$ cat config.mk
export PLATFORM = sky130hd
export DESIGN_NAME = multicycle_ctrl_flat
export DESIGN_NICKNAME = d
export VERILOG_FILES = /design/src/rtl/multicycle_ctrl_pkg.sv /design/src/rtl/multicycle_ctrl_if.sv /design/src/rtl/multicycle_ctrl_next_state.sv /design/src/rtl/multicycle_ctrl.sv /design/src/flat_wrapper.sv
export SDC_FILE = /design/constraint.sdc
export NUM_CORES = 1
export LEC_CHECK = 0
export CAP_MARGIN = 25
export CORE_MARGIN = 2
export CORE_UTILIZATION = 40
export CTS_BUF_LIST = sky130_fd_sc_hd__clkbuf_4 sky130_fd_sc_hd__clkbuf_8
export DETAILED_ROUTE_END_ITERATION = 8
export GPL_ROUTABILITY_DRIVEN = 1
export GPL_TIMING_DRIVEN = 0
export MAX_ROUTING_LAYER = met4
export PLACE_DENSITY = 0.77
export SLEW_MARGIN = 25
export SYNTH_ARGS = -nofsm -noshare
export SYNTH_HDL_FRONTEND = slang
export SYNTH_SLANG_ARGS = --single-unit
export TNS_END_PERCENT = 1
$ cat constraint.sdc
create_clock -name clk_i -period 3.85 [get_ports clk_i]
set_clock_uncertainty 0.2 [all_clocks]
set_input_delay 1.155 -clock clk_i [delete_from_list [all_inputs] [get_ports clk_i]]
set_output_delay 1.155 -clock clk_i [all_outputs]
set_load 0.03 [all_outputs]
$ cat src/rtl/multicycle_ctrl_pkg.sv
// Shared encodings for the multi-cycle sequencing controller: states,
// opcodes, ALU operation codes and datapath mux selects.
package mc_ctrl_pkg;

  typedef enum logic [3:0] {
    S_IDLE     = 4'd0,
    S_FETCH    = 4'd1,
    S_DECODE   = 4'd2,
    S_MEM_ADDR = 4'd3,
    S_MEM_RD   = 4'd4,
    S_MEM_WB   = 4'd5,
    S_MEM_WR   = 4'd6,
    S_R_EX     = 4'd7,
    S_R_WB     = 4'd8,
    S_BRANCH   = 4'd9,
    S_JUMP     = 4'd10,
    S_I_EX     = 4'd11,
    S_I_WB     = 4'd12,
    S_TRAP     = 4'd13
  } state_t;

  localparam logic [5:0] OP_R    = 6'h00;
  localparam logic [5:0] OP_LW   = 6'h23;
  localparam logic [5:0] OP_SW   = 6'h2B;
  localparam logic [5:0] OP_BEQ  = 6'h04;
  localparam logic [5:0] OP_BNE  = 6'h05;
  localparam logic [5:0] OP_ADDI = 6'h08;
  localparam logic [5:0] OP_J    = 6'h02;

  localparam logic [1:0] ALU_OP_ADD   = 2'b00;
  localparam logic [1:0] ALU_OP_SUB   = 2'b01;
  localparam logic [1:0] ALU_OP_FUNCT = 2'b10;

  localparam logic [1:0] SRC_B_RT     = 2'b00;
  localparam logic [1:0] SRC_B_FOUR   = 2'b01;
  localparam logic [1:0] SRC_B_IMM    = 2'b10;
  localparam logic [1:0] SRC_B_IMM_SH = 2'b11;

  localparam logic [1:0] PC_SRC_ALU    = 2'b00;
  localparam logic [1:0] PC_SRC_ALUOUT = 2'b01;
  localparam logic [1:0] PC_SRC_JUMP   = 2'b10;

  // First execution state for a freshly decoded opcode; unknown opcodes trap.
  function automatic state_t dispatch(input logic [5:0] op);
    state_t st;
    case (op)
      OP_LW, OP_SW:   st = S_MEM_ADDR;
      OP_R:           st = S_R_EX;
      OP_BEQ, OP_BNE: st = S_BRANCH;
      OP_J:           st = S_JUMP;
      OP_ADDI:        st = S_I_EX;
      default:        st = S_TRAP;
    endcase
    return st;
  endfunction

endpackage

$ cat src/rtl/multicycle_ctrl_if.sv
// Control bus between the sequencing controller (master) and the datapath
// (slave): opcode and memory handshake in, all selects/enables out.
interface multicycle_ctrl_if;
  logic [5:0] opcode_i;
  logic       mem_ready_i;
  logic       pc_write_o;
  logic       pc_write_cond_o;
  logic       branch_type_o;
  logic [1:0] pc_source_o;
  logic       i_or_d_o;
  logic       mem_read_o;
  logic       mem_write_o;
  logic       ir_write_o;
  logic       reg_dst_o;
  logic       mem_to_reg_o;
  logic       reg_write_o;
  logic       alu_src_a_o;
  logic [1:0] alu_src_b_o;
  logic [1:0] alu_op_o;
  logic       retire_o;
  logic       illegal_o;
  logic [3:0] state_o;

  modport master (
    input  opcode_i, mem_ready_i,
    output pc_write_o, pc_write_cond_o, branch_type_o, pc_source_o,
           i_or_d_o, mem_read_o, mem_write_o, ir_write_o, reg_dst_o,
           mem_to_reg_o, reg_write_o, alu_src_a_o, alu_src_b_o, alu_op_o,
           retire_o, illegal_o, state_o
  );

  modport slave (
    output opcode_i, mem_ready_i,
    input  pc_write_o, pc_write_cond_o, branch_type_o, pc_source_o,
           i_or_d_o, mem_read_o, mem_write_o, ir_write_o, reg_dst_o,
           mem_to_reg_o, reg_write_o, alu_src_a_o, alu_src_b_o, alu_op_o,
           retire_o, illegal_o, state_o
  );
endinterface

$ cat src/rtl/multicycle_ctrl_next_state.sv
// Next-state logic of the multi-cycle controller. Reset is applied by the
// state register in the top level, not here.
module mc_ctrl_next_state
  import mc_ctrl_pkg::*;
(
  input  state_t     state,
  input  logic [5:0] op_q,
  input  logic [5:0] opcode_i,
  input  logic       mem_ready_i,
  output state_t     next_state
);

  // Transition table; memory states wait for the ready handshake.
  always_comb begin
    next_state = state;
    case (state)
      S_IDLE:     next_state = S_FETCH;
      S_FETCH: begin
        if (mem_ready_i) next_state = S_DECODE;
        else             next_state = S_FETCH;
      end
      S_DECODE:   next_state = dispatch(opcode_i);
      S_MEM_ADDR: begin
        if (op_q == OP_LW) next_state = S_MEM_RD;
        else               next_state = S_MEM_WR;
      end
      S_MEM_RD: begin
        if (mem_ready_i) next_state = S_MEM_WB;
        else             next_state = S_MEM_RD;
      end
      S_MEM_WB:   next_state = S_FETCH;
      S_MEM_WR: begin
        if (mem_ready_i) next_state = S_FETCH;
        else             next_state = S_MEM_WR;
      end
      S_R_EX:     next_state = S_R_WB;
      S_R_WB:     next_state = S_FETCH;
      S_BRANCH:   next_state = S_FETCH;
      S_JUMP:     next_state = S_FETCH;
      S_I_EX:     next_state = S_I_WB;
      S_I_WB:     next_state = S_FETCH;
      S_TRAP:     next_state = S_TRAP;
      default:    next_state = S_IDLE;
    endcase
  end

endmodule

$ cat src/rtl/multicycle_ctrl.sv
// Multi-cycle MIPS-subset sequencing controller. Holds the state register,
// the latched opcode and the sticky illegal flag; decodes datapath controls
// from the current state (plus mem_ready in FETCH for the IR/PC load).
module multicycle_ctrl
  import mc_ctrl_pkg::*;
(
  input  logic                clk_i,
  input  logic                rst_i,
  multicycle_ctrl_if.master   bus
);

  state_t     state_r;
  state_t     next_state_s;
  logic [5:0] op_q_r;
  logic       illegal_r;

  logic       pc_write_s, pc_write_cond_s, branch_type_s, i_or_d_s;
  logic       mem_read_s, mem_write_s, ir_write_s, reg_dst_s;
  logic       mem_to_reg_s, reg_write_s, alu_src_a_s, retire_s;
  logic [1:0] pc_source_s, alu_src_b_s, alu_op_s;

  mc_ctrl_next_state u_next_state (
    .state       (state_r),
    .op_q        (op_q_r),
    .opcode_i    (bus.opcode_i),
    .mem_ready_i (bus.mem_ready_i),
    .next_state  (next_state_s)
  );

  // State register, DECODE-time opcode latch and sticky illegal flag.
  always_ff @(posedge clk_i) begin
    if (!rst_i) begin
      state_r   <= S_IDLE;
      op_q_r    <= 6'd0;
      illegal_r <= 1'b0;
    end else begin
      state_r <= next_state_s;
      if (state_r == S_DECODE) op_q_r <= bus.opcode_i;
      if (next_state_s == S_TRAP) illegal_r <= 1'b1;
    end
  end

  // Per-state control decode; strobes and retire are squashed during reset.
  always_comb begin
    pc_write_s      = 1'b0;
    pc_write_cond_s = 1'b0;
    branch_type_s   = 1'b0;
    pc_source_s     = PC_SRC_ALU;
    i_or_d_s        = 1'b0;
    mem_read_s      = 1'b0;
    mem_write_s     = 1'b0;
    ir_write_s      = 1'b0;
    reg_dst_s       = 1'b0;
    mem_to_reg_s    = 1'b0;
    reg_write_s     = 1'b0;
    alu_src_a_s     = 1'b0;
    alu_src_b_s     = SRC_B_RT;
    alu_op_s        = ALU_OP_ADD;
    retire_s        = 1'b0;
    case (state_r)
      S_FETCH: begin
        mem_read_s  = 1'b1;
        alu_src_b_s = SRC_B_FOUR;
        ir_write_s  = bus.mem_ready_i;
        pc_write_s  = bus.mem_ready_i;
      end
      S_DECODE:   alu_src_b_s = SRC_B_IMM_SH;
      S_MEM_ADDR: begin
        alu_src_a_s = 1'b1;
        alu_src_b_s = SRC_B_IMM;
      end
      S_MEM_RD: begin
        mem_read_s = 1'b1;
        i_or_d_s   = 1'b1;
      end
      S_MEM_WB: begin
        reg_write_s  = 1'b1;
        mem_to_reg_s = 1'b1;
      end
      S_MEM_WR: begin
        mem_write_s = 1'b1;
        i_or_d_s    = 1'b1;
      end
      S_R_EX: begin
        alu_src_a_s = 1'b1;
        alu_op_s    = ALU_OP_FUNCT;
      end
      S_R_WB: begin
        reg_write_s = 1'b1;
        reg_dst_s   = 1'b1;
      end
      S_BRANCH: begin
        alu_src_a_s     = 1'b1;
        alu_op_s        = ALU_OP_SUB;
        pc_write_cond_s = 1'b1;
        pc_source_s     = PC_SRC_ALUOUT;
        branch_type_s   = op_q_r[0];
      end
      S_JUMP: begin
        pc_write_s  = 1'b1;
        pc_source_s = PC_SRC_JUMP;
      end
      S_I_EX: begin
        alu_src_a_s = 1'b1;
        alu_src_b_s = SRC_B_IMM;
      end
      S_I_WB:     reg_write_s = 1'b1;
      default:    ;
    endcase
    if (!rst_i) begin
      pc_write_s      = 1'b0;
      pc_write_cond_s = 1'b0;
      ir_write_s      = 1'b0;
      mem_read_s      = 1'b0;
      mem_write_s     = 1'b0;
      reg_write_s     = 1'b0;
      retire_s        = 1'b0;
    end else begin
      // An instruction completes when it hands back to FETCH; the reset
      // start-up (IDLE) and a stalled fetch do not count.
      retire_s = (next_state_s == S_FETCH) && (state_r != S_IDLE) &&
                 (state_r != S_FETCH);
    end
  end

  assign bus.pc_write_o      = pc_write_s;
  assign bus.pc_write_cond_o = pc_write_cond_s;
  assign bus.branch_type_o   = branch_type_s;
  assign bus.pc_source_o     = pc_source_s;
  assign bus.i_or_d_o        = i_or_d_s;
  assign bus.mem_read_o      = mem_read_s;
  assign bus.mem_write_o     = mem_write_s;
  assign bus.ir_write_o      = ir_write_s;
  assign bus.reg_dst_o       = reg_dst_s;
  assign bus.mem_to_reg_o    = mem_to_reg_s;
  assign bus.reg_write_o     = reg_write_s;
  assign bus.alu_src_a_o     = alu_src_a_s;
  assign bus.alu_src_b_o     = alu_src_b_s;
  assign bus.alu_op_o        = alu_op_s;
  assign bus.retire_o        = retire_s;
  assign bus.illegal_o       = illegal_r;
  assign bus.state_o         = state_r;

endmodule

$ cat src/flat_wrapper.sv
// flat-port wrapper written by rule: the top's interface ports become plain ports
module multicycle_ctrl_flat import mc_ctrl_pkg::*;
  (clk_i, rst_i, bus_opcode_i, bus_mem_ready_i, bus_pc_write_o, bus_pc_write_cond_o, bus_branch_type_o, bus_pc_source_o, bus_i_or_d_o, bus_mem_read_o, bus_mem_write_o, bus_ir_write_o, bus_reg_dst_o, bus_mem_to_reg_o, bus_reg_write_o, bus_alu_src_a_o, bus_alu_src_b_o, bus_alu_op_o, bus_retire_o, bus_illegal_o, bus_state_o);
  multicycle_ctrl_if bus_i ();
  input  logic clk_i;
  input  logic rst_i;
  input wire logic [$bits(bus_i.opcode_i)-1:0] bus_opcode_i;
  input wire logic [$bits(bus_i.mem_ready_i)-1:0] bus_mem_ready_i;
  output wire logic [$bits(bus_i.pc_write_o)-1:0] bus_pc_write_o;
  output wire logic [$bits(bus_i.pc_write_cond_o)-1:0] bus_pc_write_cond_o;
  output wire logic [$bits(bus_i.branch_type_o)-1:0] bus_branch_type_o;
  output wire logic [$bits(bus_i.pc_source_o)-1:0] bus_pc_source_o;
  output wire logic [$bits(bus_i.i_or_d_o)-1:0] bus_i_or_d_o;
  output wire logic [$bits(bus_i.mem_read_o)-1:0] bus_mem_read_o;
  output wire logic [$bits(bus_i.mem_write_o)-1:0] bus_mem_write_o;
  output wire logic [$bits(bus_i.ir_write_o)-1:0] bus_ir_write_o;
  output wire logic [$bits(bus_i.reg_dst_o)-1:0] bus_reg_dst_o;
  output wire logic [$bits(bus_i.mem_to_reg_o)-1:0] bus_mem_to_reg_o;
  output wire logic [$bits(bus_i.reg_write_o)-1:0] bus_reg_write_o;
  output wire logic [$bits(bus_i.alu_src_a_o)-1:0] bus_alu_src_a_o;
  output wire logic [$bits(bus_i.alu_src_b_o)-1:0] bus_alu_src_b_o;
  output wire logic [$bits(bus_i.alu_op_o)-1:0] bus_alu_op_o;
  output wire logic [$bits(bus_i.retire_o)-1:0] bus_retire_o;
  output wire logic [$bits(bus_i.illegal_o)-1:0] bus_illegal_o;
  output wire logic [$bits(bus_i.state_o)-1:0] bus_state_o;
  assign bus_i.opcode_i = bus_opcode_i;
  assign bus_i.mem_ready_i = bus_mem_ready_i;
  assign bus_pc_write_o = bus_i.pc_write_o;
  assign bus_pc_write_cond_o = bus_i.pc_write_cond_o;
  assign bus_branch_type_o = bus_i.branch_type_o;
  assign bus_pc_source_o = bus_i.pc_source_o;
  assign bus_i_or_d_o = bus_i.i_or_d_o;
  assign bus_mem_read_o = bus_i.mem_read_o;
  assign bus_mem_write_o = bus_i.mem_write_o;
  assign bus_ir_write_o = bus_i.ir_write_o;
  assign bus_reg_dst_o = bus_i.reg_dst_o;
  assign bus_mem_to_reg_o = bus_i.mem_to_reg_o;
  assign bus_reg_write_o = bus_i.reg_write_o;
  assign bus_alu_src_a_o = bus_i.alu_src_a_o;
  assign bus_alu_src_b_o = bus_i.alu_src_b_o;
  assign bus_alu_op_o = bus_i.alu_op_o;
  assign bus_retire_o = bus_i.retire_o;
  assign bus_illegal_o = bus_i.illegal_o;
  assign bus_state_o = bus_i.state_o;
  multicycle_ctrl u_core (.clk_i(clk_i), .rst_i(rst_i), .bus(bus_i));
endmodule
# After elaboration in Yosys (flattened, before gate mapping)
# Index checks and enable logic that the tools add are counted.
# W data, S select, Z words.
dict set report totals {
  register_bits 11
  inputBits 9
}
dict set report op_classes {
  n_eq_ne 23
  mux 27
  reduce_logical 13
}
# op count
set op_table {}
lappend op_table {{$pmux W4 S9} 1}
lappend op_table {{$eq A4 B4 Y1 const B} 7}
lappend op_table {{$pmux W4 S5} 1}
lappend op_table {{$eq A6 B6 Y1 const B} 3}
lappend op_table {{$mux W1} 18}
lappend op_table {{$eq A4 B3 Y1 const B} 4}
lappend op_table {{$eq A6 B3 Y1 const B} 2}
lappend op_table {{$reduce_or A2 Y1} 5}
lappend op_table {{$eq A4 B1 Y1 const B} 2}
lappend op_table {{$eq A4 B2 Y1 const B} 2}
lappend op_table {{$pmux W2 S2} 2}
lappend op_table {{$eq A6 B2 Y1 const B} 1}
lappend op_table {{$eq A6 B4 Y1 const B} 1}
lappend op_table {{$logic_not A6 Y1} 1}
lappend op_table {{$pmux W2 S3} 1}
lappend op_table {{$reduce_or A6 Y1} 1}
lappend op_table {{$logic_not A4 Y1} 1}
lappend op_table {{$mux W2} 2}
lappend op_table {{$ne A4 B1 Y1 const B} 1}
lappend op_table {{$reduce_bool A4 Y1} 1}
lappend op_table {{$reduce_or A4 Y1} 1}
lappend op_table {{$mux W3} 1}
lappend op_table {{$reduce_or A3 Y1} 1}
lappend op_table {{$logic_and A1 B1 Y1} 2}
lappend op_table {{$pmux W1 S2} 1}

# Depth between registers and ports, before layout
dict set report logic_depth {
  word_depth 8
  depth_mapped 7
}

# By module
# A second synthesis with hierarchy kept.
dict set report hier_totals {
  cells_unflattened 121
  hier_area_um2 930.9
}
# mod instances cells_each area_per_inst_um2
set by_module_without_submodules {}
lappend by_module_without_submodules {multicycle_ctrl 1 76 630.6}
lappend by_module_without_submodules {mc_ctrl_next_state 1 45 300.3}

# Worst setup path before layout
# Ideal clock, no wire load.
dict set report synth_path {
  path_type {input port to output port}
  from {input bus_opcode_i[1]}
  to {output bus_retire_o}
  t_arrival_ns 2.552
  t_required_ns 2.495
  path_slack_ns -0.057
  stages 6
  n_path_buf 1
  path_cell_list {buf_2 -> and3_1 -> o211ai_1 -> nand2_1 -> nor3b_1 -> nor4b_2}
}
dict set report synth_between {
  elab_chain_len 8
  elab_cells_between_ends 15
  classes_between {eq/ne: 7; mux: 3; reduce/logical: 5}
}
# item line_no
set synth_lines {}
lappend synth_lines {{start, declared} flat_wrapper.sv:7} ;# input wire logic [$bits(bus_i.opcode_i)-1:0] bus_opcode_i;
lappend synth_lines {{$eq A6 B3 Y1 / $eq A6 B6 Y1 (equally long branches)} multicycle_ctrl_pkg.sv:46} ;# case (op)
lappend synth_lines {{$reduce_or A2 Y1} multicycle_ctrl_pkg.sv:46}
lappend synth_lines {{$pmux W4 S5 *} multicycle_ctrl_pkg.sv:46}
lappend synth_lines {{$pmux W4 S9 *} multicycle_ctrl_next_state.sv:16} ;# case (state)
lappend synth_lines {{$eq A4 B1 Y1 *} multicycle_ctrl.sv:121} ;# retire_s = (next_state_s == S_FETCH) && (state_r != S_IDLE) &&
lappend synth_lines {{$logic_and A1 B1 Y1 * (2 in a row)} multicycle_ctrl.sv:121}
lappend synth_lines {{$mux W1 *} multicycle_ctrl.sv:110} ;# if (!rst_i) begin
lappend synth_lines {{end, declared} flat_wrapper.sv:23} ;# output wire logic [$bits(bus_i.retire_o)-1:0] bus_retire_o;
# Mark *: on every way between the ends. The rest lies on a longest branch, timed or not.

# Worst setup path in the final report
dict set report layout_path {
  from {input bus_opcode_i[0]}
  to {output bus_retire_o}
}
# The elaborated chain is that of the path after synthesis.

==> out/results.txt <==
status: complete, no violations
pwr dens: 270.8 nW/um2
die footprint: 2611 um2
DRC violations left: 0
Synth top area share: 0.2482
initial antenna violation count: 0
post-detail-place hpwl: 1855 um
Post-synth EDFFs: 0
Final Setup Violations: 0
Tightest Pin Transition: 547.9 ps
type of the tightest min-delay check: reg2reg
logic gate share of total power: 0.398
CTS H-tree lvls: 1
# rows: 17
Placed Cells: 177
die height: 51.10 um
post-route minimum period: 3818 ps
Max transition margin: 0.6325
Crit. End Element: output pin
Clock Path Buffers: 2
Clk network pwr share: 0.251
all-layer global routing usage: 0.2082
first-pass GRT wire length: 4077 um
Largest stage delay, worst path: 240 ps
clock sink total: 11
hold_buf cts: 0
Net Sw Power: 129.6 uW
Reg2Reg Capture Point: u_core.bus.illegal_o$_SDFFE_PN0N_
Cell Area, Synth: 887.1 um2
total grt overflow: 0
post-route clock period utilization: 0.9917
hold_sp: u_core.op_q_r[2]$_SDFFE_PN0P_
worst-path cell with the longest stage delay: nor3b_4
hold path endpoint: u_core.op_q_r[2]$_SDFFE_PN0P_
leading area contributor after synthesis: dfxtp_1
CTS tree: yes
Routed Antenna Nets: 0
Worst-Skew Late Latency: 280 ps
final hold violation count: 0
Reg2Reg Depth: 6
layout net count: 165
reg2reg setup slack: 1910 ps
fraction of power consumed by sequential logic: 0.350
Core Area: 2148 um2
Crit Path Class: in2out
# diodes: 0
First DRT Iteration DRCs: 28
largest cells by area after synthesis: dfxtp_1, nand2_1, nor2_1, a21oi_1, nor2b_1
CP bufs+invs: 2
clock-pin slew on the worst setup and hold paths: 70 ps
number of buffers created by CTS: 3
Syn Inst Count: 119
commonest non-fill, non-tap cell in the layout: nand2_1
library cells used by synthesis: 40
largest net degree at the start of global routing: 11
Placer Congestion: 0.7931
Worst Path Arrival: 2460 ps
Min-Delay Path Depth: 2
CP Cell Sequence: clkbuf_2, and3_4, o211ai_1, nand2_1, nor3b_4, nor4b_4, buf_6
vias in the first global route: 889
sequential area share after synthesis: 0.2482
Sw Ratio: 0.3667
crit-path max FO: 7
Pint: 223.8 uW
I/O pins: 32
Synth Flop Type: dfxtp_1
mean routed wirelength per cell: 14.09 um
crit start category: input port
async set or reset register ratio after synthesis: 0
syn_area_per_cell: 7.455 um2
worst reg2reg startpoint: u_core.bus.state_o[3]$_SDFF_PN0_
Vias/cell: 5.388
Area growth syn-to-layout: 47.11%
setup TNS: 0 ps
Initial Util: 0.4129
most frequent cells in the layout: nand2_1, clkdlybuf4s50_1, nor2_1
fmax: 261.9 MHz
maximum vdd drop: 0.1784 mV
via count: 986
static leakage: 0.0005085 uW
input/output buffers: 30
routed wire length: 2578 um
Slew Limit Fails: 0
share of cells above drive strength 1: 0.2452
final cell count without fillers: 183
Clock Tree Root: clkbuf_4
Required @ worst endpoint: 2490 ps
critical path's top delay family: simple AND/OR/NAND/NOR gates
maxcap violations: 0
#FFs+latches synth: 11
Post-Syn Nets: 128
Die X: 51.10 um
DRT Pass-1 Iters: 4
Syn. warnings: 0
[how the worst max path moves through the flow]
stage	from	end	slack [ps]	cells after the start
finish	bus_opcode_i[0]	bus_retire_o	30	7
global route	bus_opcode_i[0]	bus_retire_o	-40	7
CTS	rst_i	bus_retire_o	-160	5
detailed placement	bus_mem_ready_i	bus_retire_o	-980	7
global placement	bus_mem_ready_i	bus_retire_o	-930	7
floorplan	bus_opcode_i[1]	bus_retire_o	100	6
[cells in the mapped netlist, types with 3 or more instances]
cell and instances:
nor2_1 15, nor3_1 6, dfxtp_1 11, nor2b_1 5, and2_1 3, a21oi_1 9
buf_2 3, nor3b_1 3, nand2b_1 4, buf_4 3, nand2_1 18
[cell type report]
type / count / area (um2)
Clock buffer: 4 / 30.03
Timing Repair Buffer: 32 / 295.3
Multi-Input combinational cell: 96 / 648.1
Buffer: 8 / 60.06
Fill cell: 198 / 843.3
Sequential cell: 11 / 220.2
Inverter: 4 / 16.27
Tap cell: 28 / 35.03
[through the flow]
stage | utilization | cell area [um2] | total power (uW) | hold WS (ps) | worst slack, ps
after floorplan | - | 895.9 | 212.5 | 231.6 | 99.51
after global placement | 0.5731 | 1231 | 256.5 | 239.9 | -929.7
after detailed placement | 0.5731 | 1231 | 260.0 | 249.9 | -981.0
after CTS | 0.5917 | 1271 | 349.5 | 262.0 | -164.2
after global routing | 0.6075 | 1305 | 371.7 | 297.1 | -37.93
final | 0.6075 | 1305 | 353.5 | 257.7 | 31.78
[kinds of logic (layout without fill, tap and decap cells)]
group,after synthesis,in the layout,synth area share
AOI/OAI and AO/OA,25,25,0.2059
buffers and inverters,12,48,0.08461
and+or+nand+nor,67,67,0.4203
muxes,1,1,0.01128
DFF,11,11,0.2482
xor gates and xnor gates,3,3,0.02962
[flip-flops by register name, indices dropped and copies added (netlist names)]
register / cells
u_core.op_q_r: 6
u_core.bus.state_o: 4
u_core.bus.illegal_o: 1
[worst register-to-register path, delay by kind of cell, from the launching register on]
| family | cells | cell delay [ps] |
|---|---|---|
| AOI/OAI and AO/OA | 2 | 420 |
| and+or+nand+nor | 3 | 700 |
| DFF | 1 | 350 |
| buffers and inverters | 1 | 170 |
[power groups by stage]
| stage | combinational [uW] | sequential, uW | clock [uW] |
|---|---|---|---|
| CTS | 134 | 124 | 92.4 |
| detailed placement | 134 | 126 | 0 |
| floorplan | 80.9 | 132 | 0 |
| finish | 141 | 124 | 88.9 |
| global placement | 130 | 126 | 0 |
| global route | 151 | 125 | 96.0 |
[per-layer routing]
layer | vias up | global-route usage | routed length (um)
li1 | 489 | - | -
met1 | 460 | 0.2558 | 1121
met2 | 33 | 0.3442 | 1302
met3 | 4 | 0.04094 | 126
met4 | 0 | 0.06306 | 27
met5 | - | - | 0
[what timing repair did]
item / in CTS / in global routing
setup buffers: 0 / 2
resized for setup: 33 / 19
pin swaps: 1 / 6
endpoints found under the setup margin: 7 / 6
Power figures use the tool's default switching activity.
